File: config.mk
export PLATFORM = sky130hd
export DESIGN_NAME = pc_call_stack_flat
export DESIGN_NICKNAME = d
export VERILOG_FILES = /design/src/rtl/pc_call_stack_if.sv /design/src/rtl/pc_call_stack.sv /design/src/flat_wrapper.sv
export SDC_FILE = /design/constraint.sdc
export NUM_CORES = 1
export LEC_CHECK = 0
export ABC_AREA = 1
export CORE_MARGIN = 10
export CORE_UTILIZATION = 58
export CTS_CLUSTER_DIAMETER = 80
export CTS_CLUSTER_SIZE = 30
export DETAILED_ROUTE_END_ITERATION = 8
export PLACE_DENSITY = 0.93
export SYNTH_ARGS = -nofsm -noshare
export SYNTH_HDL_FRONTEND = slang
export SYNTH_SLANG_ARGS = --single-unit
File: constraint.sdc
create_clock -name clk -period 4.95 [get_ports clk]
set_input_delay 0.99 -clock clk [delete_from_list [all_inputs] [get_ports clk]]
set_output_delay 0.99 -clock clk [all_outputs]
set_load 0.05 [all_outputs]
File: src/rtl/pc_call_stack_if.sv
// Control strobes and status bus for the program-counter stage.
// master drives strobes and target; slave returns pc and stack status.
interface pc_call_stack_if #(
  parameter int WIDTH = 12,
  parameter int DEPTH = 4
);
  localparam int DW = $clog2(DEPTH + 1);

  logic             inc;
  logic             load;
  logic             call;
  logic             ret;
  logic [WIDTH-1:0] addr_in;
  logic [WIDTH-1:0] pc;
  logic             tc;
  logic [DW-1:0]    depth;
  logic             empty;
  logic             full;
  logic             err;

  modport master (
    output inc, load, call, ret, addr_in,
    input  pc, tc, depth, empty, full, err
  );

  modport slave (
    input  inc, load, call, ret, addr_in,
    output pc, tc, depth, empty, full, err
  );
endinterface

File: src/rtl/pc_call_stack.sv
// Program counter with load, increment and a LIFO return-address stack.
// Faulting stack commands only raise the sticky err flag.
module pc_call_stack #(
  parameter int WIDTH = 12,
  parameter int DEPTH = 4
) (
  input  logic            clk,
  input  logic            rst,
  pc_call_stack_if.slave  bus
);
  localparam int DW = $clog2(DEPTH + 1);

  logic [WIDTH-1:0] pc_q, pc_d;
  logic [DW-1:0]    depth_q, depth_d;
  logic             err_q, err_d;
  logic [WIDTH-1:0] stk_q [DEPTH];
  logic [WIDTH-1:0] stk_d [DEPTH];
  logic [WIDTH-1:0] top;
  logic             empty, full;
  logic             a_bad, a_ret, a_call;
  logic             a_load, a_inc;

  // One-hot action select, fixed priority.
  always_comb begin
    a_bad  = bus.call & bus.ret;
    a_ret  = bus.ret & ~bus.call;
    a_call = bus.call & ~bus.ret;
    a_load = bus.load & ~bus.call & ~bus.ret;
    a_inc  = bus.inc & ~bus.load
           & ~bus.call & ~bus.ret;
    empty  = (depth_q == '0);
    full   = (depth_q == DW'(DEPTH));
    top    = '0;
    for (int i = 0; i < DEPTH; i++) begin
      if (DW'(i) == depth_q - DW'(1))
        top = stk_q[i];
    end
  end

  always_comb begin
    pc_d    = pc_q;
    depth_d = depth_q;
    err_d   = err_q;
    stk_d   = stk_q;
    unique case (1'b1)
      a_bad: err_d = 1'b1;
      a_ret: begin
        if (empty) begin
          err_d = 1'b1;
        end else begin
          pc_d    = top;
          depth_d = depth_q - DW'(1);
        end
      end
      a_call: begin
        if (full) begin
          err_d = 1'b1;
        end else begin
          for (int i = 0; i < DEPTH; i++) begin
            if (DW'(i) == depth_q)
              stk_d[i] = pc_q + WIDTH'(1);
          end
          depth_d = depth_q + DW'(1);
          pc_d    = bus.addr_in;
        end
      end
      a_load: pc_d = bus.addr_in;
      a_inc:  pc_d = pc_q + WIDTH'(1);
      default: ;
    endcase
  end

  always_ff @(posedge clk) begin
    if (rst) begin
      pc_q    <= '0;
      depth_q <= '0;
      err_q   <= 1'b0;
    end else begin
      pc_q    <= pc_d;
      depth_q <= depth_d;
      err_q   <= err_d;
    end
  end

  // Entries at or above depth are don't-care, so no reset needed.
  always_ff @(posedge clk) begin
    stk_q <= stk_d;
  end

  assign bus.pc    = pc_q;
  assign bus.tc    = ~rst & a_inc & (&pc_q);
  assign bus.depth = depth_q;
  assign bus.empty = empty;
  assign bus.full  = full;
  assign bus.err   = err_q;
endmodule
File: src/flat_wrapper.sv
// flat-port wrapper written by rule: the top's interface ports become plain ports
module pc_call_stack_flat 
#(
  parameter int WIDTH = 12,
  parameter int DEPTH = 4
)
  (clk, rst, bus_inc, bus_load, bus_call, bus_ret, bus_addr_in, bus_pc, bus_tc, bus_depth, bus_empty, bus_full, bus_err);
  pc_call_stack_if #(.WIDTH(WIDTH), .DEPTH(DEPTH)) bus_i ();
  input  logic clk;
  input  logic rst;
  input wire logic [$bits(bus_i.inc)-1:0] bus_inc;
  input wire logic [$bits(bus_i.load)-1:0] bus_load;
  input wire logic [$bits(bus_i.call)-1:0] bus_call;
  input wire logic [$bits(bus_i.ret)-1:0] bus_ret;
  input wire logic [$bits(bus_i.addr_in)-1:0] bus_addr_in;
  output wire logic [$bits(bus_i.pc)-1:0] bus_pc;
  output wire logic [$bits(bus_i.tc)-1:0] bus_tc;
  output wire logic [$bits(bus_i.depth)-1:0] bus_depth;
  output wire logic [$bits(bus_i.empty)-1:0] bus_empty;
  output wire logic [$bits(bus_i.full)-1:0] bus_full;
  output wire logic [$bits(bus_i.err)-1:0] bus_err;
  assign bus_i.inc = bus_inc;
  assign bus_i.load = bus_load;
  assign bus_i.call = bus_call;
  assign bus_i.ret = bus_ret;
  assign bus_i.addr_in = bus_addr_in;
  assign bus_pc = bus_i.pc;
  assign bus_tc = bus_i.tc;
  assign bus_depth = bus_i.depth;
  assign bus_empty = bus_i.empty;
  assign bus_full = bus_i.full;
  assign bus_err = bus_i.err;
  pc_call_stack #(.WIDTH(WIDTH), .DEPTH(DEPTH)) u_core (.clk(clk), .rst(rst), .bus(bus_i));
endmodule
==> results of run 1 <==
-- cell type report --
class | count | area, sq um
Sequential cell | 64 | 1760
Fill cell | 380 | 1580
Tap cell | 72 | 90.1
Timing Repair Buffer | 38 | 375
Clock buffer | 9 | 124
Multi-Input combinational cell | 281 | 1370
Inverter | 51 | 194
Clock inverter | 6 | 109
-- report_power, final --
part	total, mW	switching [mW]	internal [mW]
Sequential	0.670	0.0359	0.634
Clock	0.540	0.210	0.330
Combinational	0.479	0.338	0.141
Total	1.69	0.584	1.10
-- final timing paths --
kind	end	slack (ps)	depth (start not counted)
setup reg to reg	u_core.stk_q[32]	2630	4
setup / recovery	bus_tc	690	8
hold / removal	u_core.bus.err	500	2
hold reg to reg	u_core.bus.err	500	2
-- routing by layer --
layer  GRT usage [%]  up-vias  wire length, um
met3            4.68       28              787
met2            30.5      211             4390
li1                -     1395                -
met4            7.89        0              239
met5               0        -                0
met1            21.9     1378             3510
-- per-stage QoR --
stage                     area, sq um  utilization [%]
after floorplan                  3430                -
after global placement           3790             67.6
after detailed placement         3790             67.6
after CTS                        4020             71.8
after global routing             4020             71.8
final                            4020             71.8
-- worst max-delay path, stage by stage --
cell and delay, ps:
clkdlybuf4s50_1 460, nor2_1 230, nand2_1 80, nor2_1 110
buf_4 200, inv_1 80, nor4_1 240, clkdlybuf4s50_1 860
-- flip-flops by register name (all words and copies together) (netlist names) --
register,count
u_core.bus.pc,12
u_core.stk_q,48
u_core.bus.err,1
u_core.bus.depth,3
-- cell usage in the layout, fill, tap and decap left out, drive strengths merged --
| master | synthesis | final |
|---|---|---|
| dfxtp | 16 | 16 |
| nand4 | 5 | 5 |
| inv | 51 | 51 |
| buf | 11 | 2 |
| nor4 | 1 | 1 |
| clkbuf | 3 | 9 |
| nand3b | 2 | 2 |
| edfxtp | 48 | 48 |
| clkinv | 0 | 1 |
| xnor2 | 1 | 1 |
| bufinv | 0 | 3 |
| clkinvlp | 0 | 2 |
| ha | 11 | 11 |
| o21ai | 19 | 19 |
| and2 | 3 | 3 |
| nor2 | 52 | 52 |
| nor3 | 1 | 1 |
| nand2 | 116 | 116 |
| a21oi | 25 | 25 |
| nand3 | 41 | 41 |
| xor2 | 4 | 4 |
| clkdlybuf4s50 | 0 | 36 |
-- kinds of logic after synthesis --
kind of cell / synth area share [%]
adder cells (fa/ha/maj): 4.02
AND/OR/NAND/NOR: 27.7
XOR/XNOR: 1.28
buffers and inverters: 8.62
AO/OA/AOI/OAI: 6.97
flip-flops: 51.4
==> summary.md, run 1 <==
| Metric | Value |
|---|---|
| Outcome | `finished clean` |
| Endpoints failing setup | `0` |
| Top-count cell post-synth | `nand2_1` |
| Leak pwr | `1.73 nW` |
| Most frequent cells after synthesis | `nand2_1 (108), nor2_1 (51), edfxtp_1 (48), inv_1 (48), nand3_1 (41)` |
| Crit path from | `bus_call` |
| PostCTS Resize Cnt | `0` |
| DR iter-0 viols | `425` |
| Overflow after GRT | `0` |
| Port buffer count | `36` |
| Slew headroom | `29.6%` |
| Final ANT Viol Nets | `0` |
| Power per cell area | `420 nW/um^2` |
| Asr flop ratio synth | `0%` |
| #FFs+latches synth | `64` |
| Sequential area share after synthesis | `51.4%` |
| Element type at the critical path end | `output port` |
| Mapped Avg Cell Area | `8.36 sq um` |
| Worst slew pin tran | `1050 ps` |
| Crit share post-route | `86.1%` |
| Total Routing Usage GR | `18.4%` |
| Largest net degree at the start of global routing | `28` |
| RSZ-0062 raised after global routing | `false` |
| Global-route wire length before repair | `14400 um` |
| CTS clk-pin slew, worst paths | `70 ps` |
| Worst Hold Launch | `u_core.bus.err` |
| Root Driver | `clkbuf_8` |
| Post-Layout Cell Count | `521` |
| Crit path DAT | `3270 ps` |
| Vias in the first global route | `2859` |
| Crit path required time | `3960 ps` |
| Num CTS Buffers | `9` |
| Mapped Cells | `410` |
| Max_cap viols | `0` |
| Remaining DRCs | `0` |
| Post-DR wirelength/cell | `17.1 um` |
| Fin Clk Skew | `7.63 ps` |
| Antenna diodes | `0` |
| Top cell type's share of synthesized area | `42.1%` |
| Min cycle time layout | `4260 ps` |
| VDD IR-drop max | `0.360 mV` |
| Syn nets | `439` |
| Starting Density | `61.1%` |
| Final WS setup | `687 ps` |
| CTS tree | `done` |
| Ys flop type | `edfxtp_1` |
| Number of synthesized flops with an enable pin | `48` |
| Vias per inst | `5.78` |
| Io pins | `37` |
| Share of layout cells above drive strength 1 | `6.90%` |
| Postcts setup bufs | `0` |
| Biggest area consumer among synthesized cells | `edfxtp_1` |
| Main area contributors after synthesis | `edfxtp_1 (42%), nand2_1 (12%), dfxtp_1 (9.3%), nand3_1 (6.0%), nor2_1 (5.6%)` |
| # placed instances | `506` |
| Design Power | `1.69 mW` |
| Rows | `27` |
| Area growth from synthesis to layout | `17.4%` |
| # H-tree levels | `3` |
| Synth cell types | `30` |
| HPWL after detailed placement | `5870 um` |
| Worst slack, placed | `786 ps` |
| First-pass DRT Iterations | `5` |
| Post-layout nets | `474` |
| Die Width | `96.9 um` |
| CTS max path bufs | `2` |
| Post-Syn Area | `3430 sq um` |
| GPL Wtd Cong | `0.908` |
| Hold_buf cts | `0` |
| Final Hold Vio Count | `0` |
| DRT Wirelength | `8920 um` |
| Critical path type | `in2out` |
| Final hold slack | `500 ps` |
| Yosys warns | `0` |
| Min-Delay Path Class | `reg2reg` |
| Setup TNS | `0 ps` |
| Clock latency on the worst-skew pair | `350 ps` |
| Max-slew violations | `0` |
| Vias | `3012` |
| Chip height | `96.9 um` |
| Worst flop-to-flop path startpoint | `u_core.bus.depth[1]` |
| Crit path max fanout | `11` |
| Core area | `5610 sq um` |
| Die area | `9380 sq um` |
| Clock sink total | `64` |
| Initial antenna violation count | `0` |
| Max frequency | `235 MHz` |
| Crit path launch type | `primary input` |
Note: power is estimated with default switching activity, not from simulation.
==> run 2: changes to the inputs <==
--- a/config.mk
+++ b/config.mk
@@ -6,12 +6,12 @@
 export NUM_CORES = 1
 export LEC_CHECK = 0
 export ABC_AREA = 1
-export CORE_MARGIN = 10
-export CORE_UTILIZATION = 58
+export CORE_MARGIN = 2
+export CORE_UTILIZATION = 28
 export CTS_CLUSTER_DIAMETER = 80
 export CTS_CLUSTER_SIZE = 30
 export DETAILED_ROUTE_END_ITERATION = 8
-export PLACE_DENSITY = 0.93
+export PLACE_DENSITY = 0.56
 export SYNTH_ARGS = -nofsm -noshare
 export SYNTH_HDL_FRONTEND = slang
 export SYNTH_SLANG_ARGS = --single-unit
==> summary.md, run 2 (synthesized netlist as in run 1, its figures left out) <==
| Metric | Value |
|---|---|
| Buffers plus inverters on the worst setup path | `4 (unchanged)` |
| Chip height | `115 um (was 96.9 um)` |
| Core area | `12000 sq um (was 5610 sq um)` |
| Sequential power share | `38.9% (was 39.7%)` |
| FF-to-FF path depth | `4 (unchanged)` |
| Internal power | `1.16 mW (was 1.10 mW)` |
| Remaining DRCs | `0 (unchanged)` |
| Clock sink total | `64 (unchanged)` |
| Sw Ratio | `32.9% (was 34.6%)` |
| Initial antenna violation count | `0 (unchanged)` |
| DRT Wirelength | `7990 um (was 8920 um)` |
| Port buffer count | `36 (unchanged)` |
| Crit path DAT | `2600 ps (was 3270 ps)` |
| Outcome | `finished clean (unchanged)` |
| Antenna diodes | `0 (unchanged)` |
| DR iter-0 viols | `160 (was 425)` |
| Worst hold stages | `2 (unchanged)` |
| Crit path cell chain | `clkdlybuf4s50_1 > nor2_1 > nand2_1 > nor2_1 > buf_4 > inv_1 > nor4_1 > buf_4 (was clkdlybuf4s50_1 > nor2_1 > nand2_1 > nor2_1 > buf_4 > inv_1 > nor4_1 > clkdlybuf4s50_1)` |
| Final WS setup | `1360 ps (was 687 ps)` |
| CTS max path bufs | `2 (unchanged)` |
| Slew headroom | `24.9% (was 29.6%)` |
| Worst slack, placed | `1360 ps (was 786 ps)` |
| Hold_buf cts | `0 (unchanged)` |
| GPL Wtd Cong | `0.828 (was 0.908)` |
| Most frequent cells in the layout | `nand2_1 (108), nor2_1 (51), inv_1 (48), edfxtp_1 (48), nand3_1 (41) (unchanged)` |
| Max-slew violations | `0 (unchanged)` |
| Crit path required time | `3960 ps (about the same)` |
| Postcts setup bufs | `0 (unchanged)` |
| Crit path max fanout | `11 (unchanged)` |
| Vias | `2709 (was 3012)` |
| Largest net degree at the start of global routing | `28 (unchanged)` |
| Max frequency | `279 MHz (was 235 MHz)` |
| Max_cap viols | `0 (unchanged)` |
| Fin Clk Skew | `5.34 ps (was 7.63 ps)` |
| Vias per inst | `4.55 (was 5.78)` |
| Root Driver | `clkbuf_16 (was clkbuf_8)` |
| Final ANT Viol Nets | `0 (unchanged)` |
| Die Width | `115 um (was 96.9 um)` |
| Min cycle time layout | `3590 ps (was 4260 ps)` |
| Post-layout nets | `474 (unchanged)` |
| Reg2reg end | `u_core.stk_q[34] (was u_core.stk_q[32])` |
| Post-route cell area | `4160 sq um (was 4020 sq um)` |
| Most flop-heavy register | `u_core.stk_q (unchanged)` |
| Power per cell area | `415 nW/um^2 (was 420 nW/um^2)` |
| Clock latency on the worst-skew pair | `330 ps (was 350 ps)` |
| Area growth from synthesis to layout | `21.4% (was 17.4%)` |
| Global-route wire length before repair | `12800 um (was 14400 um)` |
| Crit path max-delay family | `buffers and inverters (unchanged)` |
| Die area | `13100 sq um (was 9380 sq um)` |
| RSZ-0062 raised after global routing | `false (unchanged)` |
| HPWL after detailed placement | `5670 um (was 5870 um)` |
| PostCTS Resize Cnt | `0 (unchanged)` |
| Sw Pwr | `567 uW (was 584 uW)` |
| Num CTS Buffers | `9 (unchanged)` |
| Clock network fraction of total power | `34.4% (was 32.0%)` |
| Worst Hold Launch | `u_core.bus.err (unchanged)` |
| Post-DR wirelength/cell | `13.4 um (was 17.1 um)` |
| Element type at the critical path end | `output port (unchanged)` |
| Starting Density | `28.7% (was 61.1%)` |
| First-pass DRT Iterations | `4 (was 5)` |
| Critical path type | `in2out (unchanged)` |
| Min-Delay Path Class | `reg2reg (unchanged)` |
| Flop-to-flop setup slack | `2610 ps (was 2630 ps)` |
| Crit path launch type | `primary input (unchanged)` |
| CP max stage delay | `450 ps (was 860 ps)` |
| Worst flop-to-flop path startpoint | `u_core.bus.depth[1] (unchanged)` |
| Crit-path slowest cell | `clkdlybuf4s50_1 (unchanged)` |
| Io pins | `37 (unchanged)` |
| Share of layout cells above drive strength 1 | `6.90% (unchanged)` |
| Number of flip-flops in the largest register | `48 (unchanged)` |
| Comb pwr share | `26.7% (was 28.4%)` |
| CTS tree | `done (unchanged)` |
| Final Hold Vio Count | `0 (unchanged)` |
| Leak pwr | `1.76 nW (was 1.73 nW)` |
| # H-tree levels | `3 (unchanged)` |
| Endpoints failing setup | `0 (unchanged)` |
| Worst slew pin tran | `1120 ps (was 1050 ps)` |
| Crit share post-route | `72.4% (was 86.1%)` |
| VDD IR-drop max | `0.190 mV (was 0.360 mV)` |
| Total Routing Usage GR | `12.7% (was 18.4%)` |
| CTS clk-pin slew, worst paths | `50 ps (was 70 ps)` |
| Vias in the first global route | `2576 (was 2859)` |
| Setup TNS | `0 ps (unchanged)` |
| Placement Cell Area | `3880 sq um (was 3790 sq um)` |
| Most common cell after layout, fill and taps aside | `nand2_1 (unchanged)` |
| Rows | `40 (was 27)` |
| Hold Path End | `u_core.bus.err (unchanged)` |
| Overflow after GRT | `0 (unchanged)` |
-- run 2: changes by cell type in the layout (fill, tap and decap cells not counted), sizes merged --
cell / delta
bufinv: -2
clkinv: +3
clkdlybuf4s50: -1
clkbuf: +1
clkinvlp: -2
buf: +1
-- run 2: power by group through the flow --
stage | registers [mW] | logic [mW] | clock network, mW
after global routing | 0.675 | 0.511 | 0.624
after global placement | 0.680 | 0.458 | 0
after detailed placement | 0.681 | 0.462 | 0
after floorplan | 0.746 | 0.271 | 0
after CTS | 0.670 | 0.464 | 0.606
final | 0.671 | 0.461 | 0.594
-- run 2: layout make-up --
class | instances | area [sq um]
inverters | 51 | 194
clock inverters | 5 | 48.8
fillers | 1201 | 7800
flip-flops and latches | 64 | 1760
well taps | 147 | 184
multi-input cells | 281 | 1370
clock buffers | 10 | 229
repair buffers | 38 | 373
-- run 2: worst min-delay path, stage by stage (launching register included) --
cell	delay, ps
dfxtp_1	300
inv_1	50
a21oi_1	50
-- run 2: stage by stage --
step	utilization [%]	instances	power, mW	hold slack [ps]
after floorplan	-	410	1.02	581
after global placement	32.5	581	1.14	452
after detailed placement	32.5	581	1.14	459
after CTS	34.8	596	1.74	466
after global routing	34.8	596	1.81	487
final	34.8	596	1.72	459
-- run 2: routing by layer --
| metal | wire length, um | GRT usage, % |
|---|---|---|
| met1 | 3870 | 16.6 |
| met2 | 3690 | 20.3 |
| met3 | 227 | 1.85 |
| met4 | 204 | 6.91 |
| met5 | 0 | 0 |
-- run 2: how the worst max path moves through the flow --
stage | start | end | slack, ps | cells after the start
after floorplan | bus_call | bus_tc | 1070 | 5
final | bus_call | bus_tc | 1360 | 8
after global placement | bus_call | bus_tc | 1380 | 8
after detailed placement | bus_call | bus_tc | 1360 | 8
after CTS | bus_call | bus_tc | 1350 | 8
after global routing | bus_call | bus_tc | 1210 | 8
